`src/rtl/regfile_mp.sv`:
```
`default_nettype none
// ============================================================================
//  Module      : regfile_mp
//  Description : Parametrised multi-read-port register file. It supports
//                byte-enable writes, optional write-first bypass, an optional
//                hardwired-zero entry 0, and a clear engine that zeroes every
//                entry after reset or when clear_req is pulsed.
//  Revision    : 1.0 - initial release
// ============================================================================
module regfile_mp #(
    parameter int DATA_W   = 32,
    parameter int ADDR_W   = 5,
    parameter int NUM_RD   = 2,
    parameter int BYPASS   = 1,
    parameter int ZERO_REG = 1
) (
    input  logic                       clk,
    input  logic                       rst,
    input  logic                       clear_req,
    input  logic                       wr_en,
    input  logic [ADDR_W-1:0]          wr_addr,
    input  logic [DATA_W-1:0]          wr_data,
    input  logic [DATA_W/8-1:0]        wr_be,
    input  logic [NUM_RD*ADDR_W-1:0]   rd_addr,
    output logic [NUM_RD*DATA_W-1:0]   rd_data,
    output logic                       busy
);

    localparam int               c_DEPTH     = 2**ADDR_W;
    localparam int               c_NBYTE     = DATA_W/8;
    localparam logic [ADDR_W-1:0] c_LAST_ADDR = {ADDR_W{1'b1}};

    localparam logic [0:0] c_ST_IDLE  = 1'b0;
    localparam logic [0:0] c_ST_CLEAR = 1'b1;

    typedef enum logic [0:0] {
        ST_IDLE  = c_ST_IDLE,
        ST_CLEAR = c_ST_CLEAR
    } state_t;

    state_t              r_state;
    logic [ADDR_W-1:0]   r_clrCnt;
    logic                r_busy;
    logic [DATA_W-1:0]   r_mem    [c_DEPTH];
    logic [DATA_W-1:0]   r_rdData [NUM_RD];

    logic                w_wrHit;
    logic [DATA_W-1:0]   w_mask;
    logic                w_memWe;
    logic [ADDR_W-1:0]   w_memAddr;
    logic [DATA_W-1:0]   w_memData;
    logic [c_NBYTE-1:0]  w_memBe;

    // A write that is not aimed at the hardwired-zero entry
    assign w_wrHit = wr_en && !((ZERO_REG != 0) && (wr_addr == '0));

    // Byte enables expanded to a bit mask for the bypass merge
    for (genvar b = 0; b < c_NBYTE; b++) begin : g_mask
        assign w_mask[b*8 +: 8] = {8{wr_be[b]}};
    end

    // Single shared write port: the clear engine borrows it while clearing,
    // which keeps the array mappable onto distributed RAM
    always_comb begin
        w_memWe   = 1'b0;
        w_memAddr = wr_addr;
        w_memData = wr_data;
        w_memBe   = wr_be;
        if (!rst) begin
            if (r_state == ST_CLEAR) begin
                w_memWe   = 1'b1;
                w_memAddr = r_clrCnt;
                w_memData = '0;
                w_memBe   = '1;
            end else if (w_wrHit) begin
                w_memWe   = 1'b1;
            end
        end
    end

    // Storage array: byte-granular write, no reset so RAM inference is possible
    always_ff @(posedge clk) begin
        if (w_memWe) begin
            for (int b = 0; b < c_NBYTE; b++) begin
                if (w_memBe[b]) begin
                    r_mem[w_memAddr][b*8 +: 8] <= w_memData[b*8 +: 8];
                end
            end
        end
    end

    // Clear engine: walks every entry once after reset or on clear_req
    always_ff @(posedge clk) begin
        if (rst) begin
            r_state  <= ST_CLEAR;
            r_clrCnt <= '0;
            r_busy   <= 1'b1;
        end else begin
            case (r_state)
                ST_CLEAR: begin
                    r_clrCnt <= r_clrCnt + 1'b1;
                    if (r_clrCnt == c_LAST_ADDR) begin
                        r_state <= ST_IDLE;
                        r_busy  <= 1'b0;
                    end
                end
                default: begin
                    if (clear_req) begin
                        r_state  <= ST_CLEAR;
                        r_clrCnt <= '0;
                        r_busy   <= 1'b1;
                    end
                end
            endcase
        end
    end

    assign busy = r_busy;

    // Independent registered read ports
    for (genvar p = 0; p < NUM_RD; p++) begin : g_rd
        logic [ADDR_W-1:0] w_rdA;
        logic [DATA_W-1:0] w_rdRaw;
        logic [DATA_W-1:0] w_rdMerged;

        assign w_rdA      = rd_addr[p*ADDR_W +: ADDR_W];
        assign w_rdRaw    = r_mem[w_rdA];
        assign w_rdMerged = (w_rdRaw & ~w_mask) | (wr_data & w_mask);

        // Read register: zero while clearing, else entry (or merged write data)
        always_ff @(posedge clk) begin
            if (rst || (r_state == ST_CLEAR)) begin
                r_rdData[p] <= '0;
            end else if ((ZERO_REG != 0) && (w_rdA == '0)) begin
                r_rdData[p] <= '0;
            end else if ((BYPASS != 0) && w_wrHit && (w_rdA == wr_addr)) begin
                r_rdData[p] <= w_rdMerged;
            end else begin
                r_rdData[p] <= w_rdRaw;
            end
        end

        assign rd_data[p*DATA_W +: DATA_W] = r_rdData[p];
    end

endmodule
`default_nettype wire
```
`config.mk`:
```
export PLATFORM = sky130hd
export DESIGN_NAME = regfile_mp
export DESIGN_NICKNAME = d
export VERILOG_FILES = /design/src/rtl/regfile_mp.sv
export SDC_FILE = /design/constraint.sdc
export NUM_CORES = 1
export LEC_CHECK = 0
export BUFFER_PORTS_ARGS = -buffer_cell sky130_fd_sc_hd__buf_4
export CAP_MARGIN = 30
export CORE_MARGIN = 2
export CORE_UTILIZATION = 45
export CTS_CLUSTER_DIAMETER = 150
export CTS_CLUSTER_SIZE = 12
export DETAILED_ROUTE_END_ITERATION = 7
export PLACE_DENSITY_LB_ADDON = 0.15
export SETUP_SLACK_MARGIN = 0.2
export SYNTH_ARGS = -nofsm -noshare
export SYNTH_HDL_FRONTEND = slang
export SYNTH_SLANG_ARGS = --single-unit
```
`constraint.sdc`:
```
create_clock -name clk -period 2.5 [get_ports clk]
set_clock_uncertainty 0.1 [all_clocks]
set_input_delay 0.5 -clock clk [delete_from_list [all_inputs] [get_ports clk]]
set_output_delay 0.5 -clock clk [all_outputs]
set_load 0.05 [all_outputs]
```
Yosys cells after proc, flatten, opt, wreduce, memory -nomap -nowiden:

Memory sizes are Yosys's and may differ from the RTL's.
Cells that the tools add are included.

* add/subtract/negate cells: 1
* equality and inequality tests: 4
* multiplexer cells: 59
* bitwise logic cells: 12
* reduce and logical (&&, ||, !) cells: 10

Operator list (count)
* $mux 32: 8
* $and 32x32->32: 3
* $or 32x32->32: 2
* $mux 1: 45
* $not 32->32: 1
* $mux 5: 4
* $logic_not 5->1: 3
* $eq 5x5->1: 2
* $mux 4: 2
* $or 1x1->1: 6
* $add 5x1->5 const B: 1
* $eq 5x5->1 const B: 1
* $logic_and 1x1->1: 3
* $ne 2x1->1 const B: 1
* $reduce_and 2->1: 1
* $reduce_bool 2->1: 1
* $logic_not 1->1: 1
* $logic_or 1x1->1: 1

* flip-flop bits (word level): 7
* memory bits (writable): 1088
* input port bits: 55
* memories: 2

Memories
* r_mem: depth 32, width 32, read ports 2, clocked after memory_dff 0, write ports 1, RTL line 44 `logic [DATA_W-1:0] r_mem [c_DEPTH];`
* r_rdData: depth 2, width 32, read ports 2, clocked after memory_dff 0, write ports 2, RTL line 45 `logic [DATA_W-1:0] r_rdData [NUM_RD];`

Logic depth before layout (Yosys ltp):

* depth after elaboration: 10
* depth in mapped cells: 9

Worst setup path after synthesis:

Ideal clock, no wire load.

* path type: input-to-reg
* from: input port rst
* to: memory r_mem[0][0] (enable)
* library setup time: 0.370 ns
* arrival: 2.195 ns
* setup slack: -0.166 ns
* stages: 8
* path through: buf_2 > nand2b_1 > clkbuf_1 > clkbuf_1 > nand2_1 > o31ai_1 > nand2_1 > nor2_1

* longest elaborated chain between the ends: 4
* elaborated cells on any way between the ends: 6
* those cells by class: mux (6)

RTL lines
* start: declaration: RTL line 18 `input logic rst,`
* $mux 4: RTL line 69 `if (!rst) begin`
* $mux 1: RTL line 85 `if (w_memBe[b]) begin`
* $mux 1: RTL line 83 `if (w_memWe) begin`
* $mux 1 (not written as such): RTL line 86 `r_mem[w_memAddr][b*8 +: 8] <= w_memData[b*8 +: 8];`
* end: declaration: RTL line 44

Parallel ways exist; a longest one is shown, timed or not.

==> qor.log <==
[detailed_routing] DRC violation count after routing 0
[floorplanning] area of the die 117500 um^2
[pwr] total internal power 29.44 mW
[pwr] worst ir drop on vdd 0.0005601 V
[worst_setup_path] required time of the critical path 2840 ps
[logic_synthesis] fraction of registers with async set/reset 0
[flow_run] # Max-Cap Violations 0
[run_status] status complete, no violations
[floorplanning] Core Region 114000 um^2
[clock_tree] Skew-Pair Late Insertion Delay 700 ps
[floorplanning] Initial Utilization 0.4529
[global_routing] number of global-route vias before repair 35130
[worst_setup_path] Worst setup EP type flop
[logic_synthesis] mean instance size in the synthesized netlist 16.28 um^2
[clock_tree] CTS H-tree lvls 3
[logic_synthesis] biggest area contributors in the synthesized netlist edfxtp_1 (63%), mux4_2 (11%), mux2i_1 (10%)
[worst_setup_path] CP Class in2reg
[timing] final period utilization 0.9206
[pwr] Pleak 22.44 nW
[placement] Post-Place Cell Area 59260 um^2
[logic_synthesis] count of flip-flops with a built-in enable after synthesis 1088
[detailed_routing] wire length per cell after detailed routing 31.79 um
[timing] Worst Tran Pin Value 701.0 ps
[worst_setup_path] dominant delay contributor by cell family on the critical path compound AO/OA/AOI/OAI gates
[worst_setup_path] worst flop-to-flop path startpoint r_clrCnt[4]
[global_routing] global-route wire length before repair 241.2 mm
[logic_synthesis] most frequently used flop master after synthesis edfxtp_1
[floorplanning] horizontal extent of the die 342.8 um
[logic_synthesis] area fraction of the dominant cell type after synthesis 0.6326
[clock_tree] clock tree from TritonCTS done
[timing] setup slack after layout 198.6 ps
[timing] Setup violations, final 0
[logic_synthesis] fraction of the yosys area taken by sequential cells 0.6353
[clock_tree] TritonCTS Buffers 101
[pwr] share of power burned in registers 0.530
[global_routing] largest net degree at the start of global routing 57
[logic_synthesis] warnings from Yosys 0
[logic_synthesis] distinct cell type count after synthesis 53
[detailed_routing] final wirelength 168.2 mm
[clock_tree] root buf cell clkbuf_16
[global_routing] number of antenna violations at the first check in global routing 4
[worst_setup_path] critical path cell sequence buf_8 > buf_12 > buf_6 > mux4_2 > o211ai_1 > a21oi_1 > buf_4 > a311o_1
[logic_synthesis] cell taking the most area after synthesis edfxtp_1
[floorplanning] I/O pins 120
[placement] placed wire-length estimate 118.4 mm
[timing] Worst Hold Margin 44.83 ps
[timing] max-slew headroom at the worst pin 0.5298
[pwr] P_sw 9.183 mW
[timing] setup repair after global routing missed its margin yes
[logic_synthesis] top cells by count, synth edfxtp_1 (1088), mux2i_1 (514), mux4_2 (256)
[logic_synthesis] synthesized flop and latch total 1095
[clock_tree] number of buffers on the longest clock path 3
[pwr] combinational share of power 0.112
[logic_synthesis] Mapped Area 51650 um^2
[pwr] Overall Power 38.62 mW
[detailed_routing] DRC violation total after the first TritonRoute iteration 3706
[clock_tree] CTS clock-pin slew for the worst setup and hold paths 60 ps
[timing] final critical delay including setup and external delays 2301 ps
[floorplanning] std cell rows 124
[pwr] power share of the clock group 0.358
[pwr] total power per unit cell area 605.7 nW/um^2
[worst_setup_path] critical path data arrival time 2640 ps
[layout] share of layout cells above drive strength 1 0.3312
[min_path] Hold Path Origin wr_data[27]
[layout] final core utilization 0.5592
[global_routing] gr usage total 0.2834
[placement] worst setup slack before clock tree synthesis -728.2 ps
[worst_setup_path] category of the worst setup path launch point input port
[min_path] classification of the worst-slack hold path in2reg
[floorplanning] die boundary height 342.8 um
[clock_tree] Num Clock Sinks 1095
[layout] layout-stage area growth over the synthesis result 23.47%
[detailed_routing] antenna violation net count after detailed routing 0
[placement] number of I/O port buffers 119
[global_routing] global route total overflow 0
[timing] Peak Freq 434.5 MHz
[detailed_routing] length of the first detailed-routing pass in iterations 5
[worst_setup_path] sum of buffers and inverters on the critical path 4
[detailed_routing] Vias 34300
[worst_setup_path] Setup crit start rd_addr[1]
[worst_setup_path] Max Fanout on Critical Path 19
[layout] number of nets at the end of the flow 3820
[timing] total count of max-transition violations in the final report 0
[logic_synthesis] count of mapped cells out of synthesis 3173
[layout] post-route standard cell area excluding fillers 63770 um^2
[pwr] switching share of power 0.2377
[worst_setup_path] cell with the biggest individual delay on the critical path mux4_2
[timing] final count of hold timing violations 0
[placement] routability congestion estimate from global placement 0.9312
[logic_synthesis] most used standard cell by instance count after synthesis edfxtp_1
[detailed_routing] mean number of vias per cell 6.484
[worst_setup_path] CP peak stage delay 500 ps
[cells by family (layout without fill, tap and decap cells)]
kind of cell	after synthesis	count (layout)	synth area share
other	1	65	0.00007260
buffers and inverters	270	811	0.02384
multiplexers	771	771	0.2115
XOR/XNOR	10	10	0.001986
AO/OA/AOI/OAI	665	665	0.09344
adder cells (fa/ha/maj)	2	2	0.0004844
AND/OR/NAND/NOR	359	359	0.03345
flip-flops	1095	1095	0.6353
[layout make-up]
type	instances	area (um^2)
clock inverter	5	61.31
timing repair buffer	684	7241
multi-input combinational	1871	19110
clock buffer	112	2611
sequential	1095	32810
tap	1512	1892
antenna	1	2.502
fill	8840	50260
inverter	10	37.54
[layer usage]
metal  GRT usage  up-vias  share of wire
li1            -    14370              -
met1      0.3862    17970           0.41
met2      0.4667     1639           0.48
met3     0.04006      319          0.071
met4      0.1008        4          0.037
met5           0        -        0.00017
[timing repair]
| item | 4_1_cts | 5_1_grt |
|---|---|---|
| pin swaps | 43 | 26 |
| cloned | 0 | 0 |
| resized for setup | 62 | 42 |
| hold buffers | 20 | 0 |
| setup endpoints to repair | 930 | 885 |
| buffers inserted | 43 | 19 |
| endpoints found under the hold margin | 22 | 0 |
[registers in the layout (all words and copies together), names as in the netlist]
signal    count
r_rdData     64
busy          1
r_state       1
r_clrCnt      5
r_mem      1024
[worst paths after layout]
check	to	slack, ps	cells past startpoint
hold / removal	r_rdData[1][27]	40	2
setup / recovery	r_rdData[0][3]	200	8
hold reg to reg	r_clrCnt[2]	460	2
setup reg to reg	r_mem[19][26]	200	8
[worst reg2reg max path: stages, from the launching register on]
cell      delay [ps]
dfxtp_1          450
nor4bb_1         240
a31oi_1          100
buf_4            160
nor2_4           140
nand2_1          270
buf_4            270
nor2_4           130
buf_12           140
[power groups by stage]
stage / Sequential (mW) / Combinational (mW) / Clock [mW]
after CTS: 20.5 / 4.24 / 14.0
final: 20.5 / 4.33 / 13.8
after global routing: 20.5 / 4.52 / 14.6
after floorplan: 20.9 / 2.20 / 0
after detailed placement: 20.9 / 4.15 / 0
after global placement: 20.8 / 4.10 / 0
[cell usage in the layout, fill, tap and decap left out, drive strengths merged, types with 20 or more instances in the layout]
cell         instances
and2                36
nand3               22
o221ai             128
a22oi               64
o211ai              45
clkbuf             112
edfxtp            1088
a211o               32
mux4               256
a311o               32
conb                64
a221oi              64
buf                664
nand2b              24
nand2               35
a21oi              138
nor3                66
mux2i              514
o22ai               64
dlygate4sd3         20
nor2               148
o21ai               69
[per-stage QoR]
step	instances	setup TNS, ps
after global routing	5289	0
after detailed placement	5090	-327950
after global placement	5090	-295030
after floorplan	3236	0
final	5290	0
after CTS	5270	0
Power figures use the tool's default switching activity.
